### src/rtl/mem_arbiter.sv
// Shares one single-ported fixed-latency memory between the fetch and data ports.
// One access in flight; data port preferred, alternating on contention so fetch is never starved.
module mem_arbiter #(
  parameter int LATENCY = 4
) (
  input  logic        clk,
  input  logic        rst,
  input  logic        if_req,
  input  logic [15:0] if_addr,
  input  logic        if_flush,
  output logic        if_done,
  output logic [15:0] if_data,
  output logic        if_stall,
  input  logic        dm_req,
  input  logic        dm_wr,
  input  logic [15:0] dm_addr,
  input  logic [15:0] dm_wdata,
  output logic        dm_done,
  output logic [15:0] dm_rdata,
  output logic        dm_stall,
  output logic        mem_en,
  output logic        mem_wr,
  output logic [15:0] mem_addr,
  output logic [15:0] mem_wdata,
  input  logic [15:0] mem_rdata
);

  typedef enum logic [1:0] {IDLE, BUSY_I, BUSY_D} state_t;

  state_t     state, state_nx;
  logic [3:0] cnt;
  logic       last_d, cancel;
  logic       elig_i, elig_d, grant_i, grant_d, last_cyc;

  // A port is ignored during its own done cycle so a still-high request is not reissued.
  always_comb begin
    elig_i   = if_req & ~if_done;
    elig_d   = dm_req & ~dm_done;
    grant_d  = 1'b0;
    grant_i  = 1'b0;
    if (state == IDLE) begin
      grant_d = elig_d & (~elig_i | ~last_d);
      grant_i = elig_i & ~grant_d;
    end
    last_cyc = (state != IDLE) && (cnt == 4'd1);
    state_nx = state;
    if (grant_d)       state_nx = BUSY_D;
    else if (grant_i)  state_nx = BUSY_I;
    else if (last_cyc) state_nx = IDLE;
  end

  always_ff @(posedge clk or negedge rst) begin
    if (!rst) state <= IDLE;
    else      state <= state_nx;
  end

  always_ff @(posedge clk or negedge rst) begin
    if (!rst) begin
      cnt       <= 4'd0;
      last_d    <= 1'b0;
      cancel    <= 1'b0;
      if_done   <= 1'b0;
      dm_done   <= 1'b0;
      if_data   <= 16'h0000;
      dm_rdata  <= 16'h0000;
      mem_en    <= 1'b0;
      mem_wr    <= 1'b0;
      mem_addr  <= 16'h0000;
      mem_wdata <= 16'h0000;
    end else begin
      mem_en  <= grant_i | grant_d;
      if_done <= 1'b0;
      dm_done <= 1'b0;
      if (grant_i | grant_d) begin
        cnt      <= 4'(LATENCY);
        mem_addr <= grant_d ? dm_addr : if_addr;
        mem_wr   <= grant_d & dm_wr;
        if (grant_d) mem_wdata <= dm_wdata;
        last_d   <= grant_d;
        cancel   <= grant_i & if_flush;
      end else if (state != IDLE) begin
        cnt <= cnt - 4'd1;
        if (state == BUSY_I && !last_cyc && if_flush) cancel <= 1'b1;
        if (last_cyc) begin
          cancel <= 1'b0;
          // A redirect seen in the final busy cycle also kills the fetch result.
          if (state == BUSY_I && !(cancel | if_flush)) begin
            if_done <= 1'b1;
            if_data <= mem_rdata;
          end
          if (state == BUSY_D) begin
            dm_done <= 1'b1;
            if (!mem_wr) dm_rdata <= mem_rdata;
          end
        end
      end
    end
  end

  assign if_stall = if_req & ~if_done;
  assign dm_stall = dm_req & ~dm_done;

endmodule
### config.mk
export PLATFORM = sky130hd
export DESIGN_NAME = mem_arbiter
export DESIGN_NICKNAME = d
export VERILOG_FILES = /design/src/rtl/mem_arbiter.sv
export SDC_FILE = /design/constraint.sdc
export NUM_CORES = 1
export LEC_CHECK = 0
export BUFFER_PORTS_ARGS = -buffer_cell sky130_fd_sc_hd__buf_2
export CAP_MARGIN = 15
export CORE_ASPECT_RATIO = 1.75
export CORE_MARGIN = 2
export CORE_UTILIZATION = 47
export DETAILED_ROUTE_END_ITERATION = 8
export PLACE_DENSITY = 0.86
export SYNTH_ARGS = -nofsm -noshare
export SYNTH_HDL_FRONTEND = slang
export SYNTH_SLANG_ARGS = --single-unit
export TNS_END_PERCENT = 50
### constraint.sdc
create_clock -name clk -period 2.9 [get_ports clk]
set_input_delay 0.29 -clock clk [delete_from_list [all_inputs] [get_ports clk]]
set_output_delay 0.29 -clock clk [all_outputs]
set_load 0.05 [all_outputs]
# Yosys cells after proc, flatten, opt, wreduce, memory -nomap -nowiden
# Cells that the tools add are included.
[totals]
register_bits = 76
in_bits = 70
output_inout_bits = 70
wordCells = 67
[op_classes]
add_sub_neg = 1
eq_ne = 3
muxes = 20
bitwise_logic = 16
reduce_logical = 15
[ops]
columns = ["op", "n"]
rows = [
  ["2-to-1 mux 16 bit", 1],
  ["2-to-1 mux 1 bit", 14],
  ["2-to-1 mux 4 bit", 2],
  ["NOT 1 bit", 7],
  ["AND 1 bit", 6],
  ["2-to-1 mux 2 bit", 3],
  ["nonzero test 3 bit", 2],
  ["AND reduction 5 bit", 1],
  ["== test 4 x 1 -> 1 bit (second input constant)", 1],
  ["logical AND 1 bit", 4],
  ["AND reduction 2 bit", 2],
  ["AND reduction 4 bit", 1],
  ["nonzero test 2 bit", 2],
  ["subtractor 4 x 1 -> 4 bit (second input constant)", 1],
  ["OR 1 bit", 3],
  ["== test 2 x 1 -> 1 bit (second input constant)", 1],
  ["== test 2 bit (second input constant)", 1],
  ["logical NOT 1 bit", 2],
  ["logical NOT 2 bit", 1],
]

# Longest topological paths before layout
# Gate-level depths: netlist of the first run.
[depth]
ltp_word = 11
ltp_mapped = 8
depth_no_buf = 5

# Worst setup path after synthesis of the first run
# OpenSTA, ideal clock, no wires.
[synth_path]
path_kind = "reg2reg"
start = "register if_done"
end = "register mem_wdata[2]"
t_arrival_ns = 2.529
required_time_ns = 2.775
slack_ns = 0.246
path_stages_with_launch = 6
path_buffers = 2
cell_sequence = "dfrtp_1 -> nor2b_1 -> a21o_1 -> clkbuf_1 -> clkbuf_1 -> mux2_2"
[synth_via]
elab_chain_cells = 10
word_cells_on_any_way = 11
cone_classes = "2 x mux; 8 x bitwise; 1 x reduce/logical"
[synth_lines]
columns = ["item", "line", "rtl"]
rows = [
  ["start, declared", "11", "output logic if_done,"],
  ["start signal, assigned", "62", "if_done <= 1'b0;"],
  ["start signal, assigned", "72", "if_done <= 1'b0;"],
  ["start signal, assigned", "88", "if_done <= 1'b1;"],
  ["NOT 1 bit *", "--", ""],
  ["AND 1 bit *", "--", ""],
  ["named net if_stall", "13", "output logic if_stall,"],
  ["NOT 1 bit", "42", "grant_d = elig_d & (~elig_i | ~last_d);"],
  ["OR 1 bit", "42", ""],
  ["AND 1 bit", "42", ""],
  ["NOT 1 bit", "43", "grant_i = elig_i & ~grant_d;"],
  ["AND 1 bit", "43", ""],
  ["2-to-1 mux 1 bit", "41", "if (state == IDLE) begin"],
  ["OR 1 bit", "74", "if (grant_i | grant_d) begin"],
  ["AND reduction 2 bit (no line) *", "--", ""],
  ["end signal, assigned", "78", "if (grant_d) mem_wdata <= dm_wdata;"],
  ["end, declared", "24", "output logic [15:0] mem_wdata,"],
]
# The timed path passes the listed nets; every way through them passes the cells marked *.
# A chain may end at the register's enable or synchronous reset.

# Final worst setup path of the first run
[layout_path]
start = "register cnt[1]"
end = "register if_data[10]"
[layout_via]
elab_chain_cells = 3
[layout_lines]
columns = ["item", "line", "rtl"]
rows = [
  ["start, declared", "31", "logic [3:0] cnt;"],
  ["start signal, assigned", "75", "cnt <= 4'(LATENCY);"],
  ["start signal, assigned", "82", "cnt <= cnt - 4'd1;"],
  ["== test 4 x 1 -> 1 bit", "45", "last_cyc = (state != IDLE) && (cnt == 4'd1);"],
  ["logical AND 1 bit", "45", ""],
  ["AND reduction 4 bit (no line)", "--", ""],
  ["end signal, assigned", "89", "if_data <= mem_rdata;"],
  ["end, declared", "12", "output logic [15:0] if_data,"],
]
# No other way between the ends.

==> qor.csv, run 1 <==
stage;metric;value;unit
outcome;run status;finished clean;
grt;vias in the first global route;2425;
place;gpl congestion;0.831;
synth;Post-synth EDFFs;0;
worst_setup_path;Worst Path Arrival;2.47;ns
timing;crit path time final;2.26;ns
cts;worst-skew pair later-pin latency;0.33;ns
timing;Fin. Hold Viols;0;
power_and_ir_drop;VDD IR max;0.647;mV
worst_setup_path;slowest cell delay on critical path;0.70;ns
worst_setup_path;Worst path slowest cell;or4_4;
power_and_ir_drop;Pwr Density;1430;nW/um^2
power_and_ir_drop;Sw Share;47.3;%
routing;drt total wl;6930;um
worst_setup_path;CP endpoint kind;flop;
timing;Worst-Margin Slew;0.926;ns
layout;area growth from synthesis to layout;33.4;%
worst_setup_path;CP startpoint kind;flop;
synth;synth unique cells;34;
grt;total grt overflow;0;
cts;post-cts hold buffer count;0;
timing;count of final setup violators;0;
synth;xor/xnor cell area share of the yosys netlist;0.556;%
die;DIE AREA;7400;sq um
timing;relative slew slack;38.2;%
worst_setup_path;crit path max fanout;17;
synth;Syn Nets;285;
synth;Synth area leaders;dfrtp_1, mux2_2, o221a_2;
synth;post-synthesis compound-gate area fraction;8.38;%
cts;TritonCTS Buffers;9;
die;Initial Util;48.5;%
power_and_ir_drop;Pleak;2.14;nW
routing;remaining antenna violation count;0;
grt;first-pass GRT wire length;11400;um
die;Cell Rows;39;
die;DIE HEIGHT;112;um
job;number of max-cap violations;0;
timing;Max Slew Vio Count;0;
power_and_ir_drop;combinational power share;50.7;%
cts;H-tree depth;3;
cts;Clock Tree Root;clkbuf_16;
power_and_ir_drop;clock share of power;18.4;%
synth;Post-Syn Area;3150;sq um
synth;sequential share of the synthesized area;60.4;%
timing;setup_tns;0;ns
layout;share of cells above drive strength 1;63.2;%
timing;clk_skew;0.00501;ns
routing;Initial DRT Pass Iterations;4;
worst_setup_path;Critical Path, Cell by Cell;inv_1 -> ha_1 -> or3b_1 -> or4_4 -> mux2_4;
die;die span in x;65.9;um
place;detailed placer's ending HPWL;5140;um
cts;Max Root-Sink Buffers;2;
routing;routed length per instance;15.8;um
routing;via count;2256;
hold_path;Hold Crit Class;primary input to asynchronous set/reset pin;
synth;number of synthesis warnings;0;
synth;most frequent cells after synthesis;dfrtp_1, mux2_2, o221a_2, or3_1, mux2_4;
synth;post-synth top area cell;dfrtp_1;
routing;First DRT Iteration DRCs;151;
die;IO Pins;140;
synth;Cells after Synth;213;
layout;NumNets Final;423;
synth;Synth top area share;60.4;%
timing;Final Cycle Share;77.9;%
synth;FFs w/ async S/R, synth;100;%
grt;initial antenna violation count;0;
worst_setup_path;Crit path required time;3.11;ns
synth;mux cell area share after synthesis;18.2;%
power_and_ir_drop;NetSw;2.84;mW
cts;CTS sink cnt;76;
layout;n_diodes;0;
timing;highest clock rate;442;MHz
synth;cell with the most instances after synthesis;dfrtp_1;
synth;post-synthesis adder-cell area fraction;0.795;%
worst_setup_path;kind of critical path;flop to flop;
place;port bufs;139;
die;Core Footprint;6490;sq um
synth;Main synth FF type;dfrtp_1;
cts;post-cts repair resize count;0;
synth;Synth Area in Simple Gates;8.03;%
worst_setup_path;Worst Path Buf+Inv;1;
power_and_ir_drop;Seq pwr share;30.9;%
timing;Min Hold Slack;0.101;ns
grt;GRT Total Usage;20.3;%
grt;largest net degree at the start of global routing;77;
synth;syn avg cell area;14.8;sq um
cts;TritonCTS clock tree;yes;
synth;main combinational cell family by area after synthesis;multiplexers;
routing;vias per inst;5.15;
synth;#FFs+latches synth;76;
worst_setup_path;CP delay by family, top;simple AND/OR/NAND/NOR gates;
routing;Remaining DRCs;0;
cts;Worst-path clk slew;0.06;ns
cts;setup bufs post-CTS;0;
power_and_ir_drop;cell-internal power;3.16;mW
timing;RSZ-0062 raised after global routing;false;
-- cell families (layout without fill, tap and decap cells) --
| logic type | count (synthesis) | count (layout) |
|---|---|---|
| flip-flops | 76 | 76 |
| AND/OR/NAND/NOR | 37 | 37 |
| XOR/XNOR | 2 | 2 |
| adder cells (fa/ha/maj) | 2 | 2 |
| buffers and inverters | 20 | 163 |
| multiplexers | 48 | 48 |
| AO/OA/AOI/OAI | 28 | 28 |
-- registers in the layout, indices dropped and copies added (netlist names), 2 cells and up --
signal and count:
mem_wdata 16, if_data 16, mem_addr 16, state 2, dm_rdata 16, cnt 4
-- cell usage in the layout (no fill, tap or decap), types with 2 or more instances in the layout --
cell type   netlist  final
a21o_1            2      2
buf_2             2    138
buf_4             1      3
clkbuf_16         0      9
clkinv_2          0      2
clkinvlp_4        0      2
dfrtp_1          76     76
ha_1              2      2
inv_1             5      5
mux2_2           39     39
mux2_4            9      9
nand2_1           4      4
nand2b_1          3      3
nor2_1            2      2
nor2b_1           2      2
nor3b_1           2      2
o21ai_0           4      4
o221a_2          16     16
o2bb2ai_1         2      2
or3_1            16     16
or4b_1            2      2
-- stage by stage --
step / area (sq um) / utilization, % / cells / total power [mW] / setup WS, ns
after global placement: 3870 / 59.6 / 421 / 4.82 / 0.717
after floorplan: 3150 / - / 213 / 4.20 / 0.246
final: 4200 / 64.7 / 438 / 5.99 / 0.640
after CTS: 4170 / 64.3 / 437 / 6.03 / 0.613
after detailed placement: 3870 / 59.6 / 421 / 4.91 / 0.613
after global routing: 4200 / 64.7 / 438 / 6.28 / 0.561
-- area by class of cell --
| type | count | area [sq um] |
|---|---|---|
| Multi-Input combinational cell | 117 | 1130 |
| Fill cell | 480 | 2290 |
| Clock inverter | 6 | 63.8 |
| Tap cell | 82 | 103 |
| Timing Repair Buffer | 142 | 741 |
| Sequential cell | 76 | 1900 |
| Inverter | 5 | 18.8 |
| Clock buffer | 10 | 239 |
-- final timing paths --
| path | from | endpoint | slack (ns) | cells after the start |
|---|---|---|---|---|
| setup / recovery | cnt[1] | if_data[10] | 0.64 | 5 |
| setup reg to reg | cnt[1] | if_data[10] | 0.64 | 5 |
| min in group clk | dm_wdata[2] | mem_wdata[2] | 0.19 | 2 |
| max in group asynchronous | rst | dm_done | 2.21 | 1 |
| hold reg to reg | mem_wdata[2] | mem_wdata[2] | 0.50 | 1 |
| hold / removal | rst | dm_rdata[7] | 0.10 | 1 |
-- power groups by stage --
stage	clock (mW)	sequential (mW)	combinational (mW)
2_1_floorplan	0	3.34	0.856
3_3_place_gp	0	1.84	2.98
3_5_place_dp	0	1.86	3.05
4_1_cts	1.13	1.85	3.05
5_1_grt	1.18	1.91	3.19
6_report	1.10	1.85	3.04
-- routing by layer --
layer	part of all wire (%)	global-route usage, %	wire length (um)	up-vias
li1	-	-	-	1061
met1	36	22.2	2510	1091
met2	55	35.5	3830	89
met3	5.9	5.21	408	15
met4	2.7	9.86	185	0
met5	0	0	0	-
Note: power is estimated with default switching activity, not from simulation.
==> inputs of run 2 (changes only) <==
==> constraint.sdc (replaced) <==
create_clock -name clk -period 2.32 [get_ports clk]
set_input_delay 0.232 -clock clk [delete_from_list [all_inputs] [get_ports clk]]
set_output_delay 0.232 -clock clk [all_outputs]
set_load 0.05 [all_outputs]
==> qor.csv, run 2 (synthesized netlist as in run 1, its figures left out) <==
stage;metric;value;unit;change
outcome;run status;finished clean;;
die;DIE HEIGHT;112;um;unchanged
routing;vias per inst;5.20;;+0.94%
routing;routed length per instance;16.0;um;+0.87%
timing;setup_tns;0;ns;unchanged
timing;Final Cycle Share;91.3;%;+13 points
power_and_ir_drop;Pwr Density;1770;nW/um^2;+24%
routing;Initial DRT Pass Iterations;4;;unchanged
routing;drt total wl;7060;um;+1.8%
worst_setup_path;Reg2Reg Capture Point;if_data[8];;
timing;clk_skew;0.00488;ns;-0.000130 ns
worst_setup_path;CP endpoint kind;flop;;
die;die span in x;65.9;um;unchanged
timing;Fin. Hold Viols;0;;unchanged
layout;NumNets Final;427;;+0.95%
routing;remaining antenna violation count;0;;unchanged
layout;commonest non-fill, non-tap cell in the layout;buf_2;;
die;IO Pins;140;;unchanged
routing;First DRT Iteration DRCs;205;;+36%
grt;M3 GR Usage;3.71;%;-1.5 points
grt;routing usage on met1;23.5;%;+1.3 points
worst_setup_path;CP startpoint kind;flop;;
routing;via count;2298;;+1.9%
grt;initial antenna violation count;0;;unchanged
layout;commonest non-fill, non-tap cells in the layout;buf_2, dfrtp_1, mux2_2;;
place;port bufs;139;;unchanged
cts;TritonCTS clock tree;yes;;
power_and_ir_drop;VDD IR max;0.866;mV;+34%
cts;H-tree depth;3;;unchanged
worst_setup_path;Worst Path Arrival;2.32;ns;-0.15 ns
timing;Max Slew Vio Count;0;;unchanged
worst_setup_path;Worst Path Buf+Inv;1;;unchanged
timing;relative slew slack;38.2;%;-0.073 points
die;Core Footprint;6490;sq um;unchanged
grt;largest net degree at the start of global routing;77;;unchanged
power_and_ir_drop;clock share of power;17.3;%;-1.1 points
grt;busiest grt layer;met2;;
worst_setup_path;Crit path required time;2.52;ns;-0.59 ns
grt;GRT Total Usage;19.8;%;-0.55 points
layout;n_diodes;0;;unchanged
grt;vias in the first global route;2331;;-3.9%
power_and_ir_drop;Pleak;2.15;nW;+0.52%
cts;CTS sink cnt;76;;unchanged
power_and_ir_drop;cell-internal power;3.92;mW;+24%
die;Cell Rows;39;;unchanged
timing;count of final setup violators;0;;unchanged
layout;fillcell total;507;;+5.6%
worst_setup_path;R2R setup slack;0.20;ns;-0.44 ns
job;number of max-cap violations;0;;unchanged
worst_setup_path;slowest cell delay on critical path;0.66;ns;-0.04 ns
layout;area growth from synthesis to layout;33.3;%;about the same
worst_setup_path;worst r2r path cells;5;;unchanged
die;Initial Util;48.5;%;unchanged
power_and_ir_drop;Seq pwr share;31.2;%;+0.3 points
cts;setup bufs post-CTS;0;;unchanged
hold_path;Hold Crit Class;primary input to asynchronous set/reset pin;;
worst_setup_path;reg-to-reg critical path startpoint;cnt[1];;
timing;crit path time final;2.12;ns;-0.141 ns
cts;Clock Tree Root;clkbuf_16;;
power_and_ir_drop;NetSw;3.52;mW;+24%
timing;Worst-Margin Slew;0.927;ns;+0.00109 ns
worst_setup_path;crit path max fanout;17;;unchanged
power_and_ir_drop;Sw Share;47.3;%;about the same
layout;Core Util, Final;64.7;%;about the same
worst_setup_path;Critical Path, Cell by Cell;inv_1 -> ha_1 -> or3b_1 -> or4_4 -> mux2_4;;
die;DIE AREA;7400;sq um;unchanged
timing;RSZ-0062 raised after global routing;false;;
place;detailed placer's ending HPWL;5240;um;+2.0%
timing;highest clock rate;472;MHz;+6.7%
layout;share of cells above drive strength 1;63.1;%;-0.15 points
power_and_ir_drop;combinational power share;51.6;%;+0.9 points
worst_setup_path;CP delay by family, top;simple AND/OR/NAND/NOR gates;;
cts;Max Root-Sink Buffers;2;;unchanged
place;gpl congestion;0.776;;-6.6%
grt;total grt overflow;0;;unchanged
cts;post-cts hold buffer count;0;;unchanged
grt;met2 Use GR;33.7;%;-1.8 points
routing;Remaining DRCs;0;;unchanged
cts;TritonCTS Buffers;9;;unchanged
worst_setup_path;kind of critical path;flop to flop;;
cts;worst-skew pair later-pin latency;0.32;ns;about the same
worst_setup_path;Worst path slowest cell;or4_4;;
cts;post-cts repair resize count;0;;unchanged
grt;first-pass GRT wire length;11200;um;-2.1%
cts;Worst-path clk slew;0.05;ns;about the same
run 2: changes by cell type in the layout (fill, tap and decap cells not counted), moves of 2 or more:
cell,change
clkbuf_1,+3
clkbuf_8,+2
buf_4,+5
clkinvlp_4,-2
run 2: cell type report:
cell class                      count  area [sq um]  share of cell area, %
Clock buffer                       15           278                   6.62
Clock inverter                      1          5.00                  0.119
Inverter                            5          18.8                  0.447
Multi-Input combinational cell    117          1140                   27.2
Sequential cell                    76          1900                   45.3
Tap cell                           82           103                   2.44
Timing Repair Buffer              146           751                   17.9
run 2: worst max path at each step:
stage | start | to | slack (ns) | cells after the start
after floorplan | cnt[1] | if_data[10] | 0.11 | 8
after global placement | cnt[1] | if_data[8] | 0.27 | 5
after detailed placement | cnt[1] | if_data[8] | 0.21 | 5
after CTS | cnt[1] | if_data[8] | 0.20 | 5
after global routing | cnt[1] | dm_rdata[15] | 0.08 | 7
final | cnt[1] | if_data[8] | 0.20 | 5
run 2: metrics by stage:
step / cells / hold slack, ns / setup WS (ns) / power [mW] / instance area (sq um)
floorplan: 213 / -0.0636 / 0.112 / 5.25 / 3160
global placement: 426 / 0.423 / 0.267 / 6.06 / 3920
detailed placement: 426 / 0.436 / 0.211 / 6.19 / 3920
CTS: 442 / 0.0898 / 0.197 / 7.50 / 4200
global route: 442 / 0.140 / 0.0794 / 7.77 / 4200
finish: 442 / 0.0474 / 0.201 / 7.43 / 4200
run 2: power by group through the flow:
stage | Clock, mW | Combinational [mW] | Sequential, mW
after CTS | 1.32 | 3.87 | 2.32
after global routing | 1.36 | 4.02 | 2.39
after detailed placement | 0 | 3.86 | 2.33
final | 1.28 | 3.83 | 2.32
after global placement | 0 | 3.77 | 2.30
after floorplan | 0 | 1.07 | 4.18
run 2: per-layer routing:
metal	wire, um	part of all wire (%)
met5	0	0
met4	151	2.1
met3	368	5.2
met2	3980	56
met1	2550	36
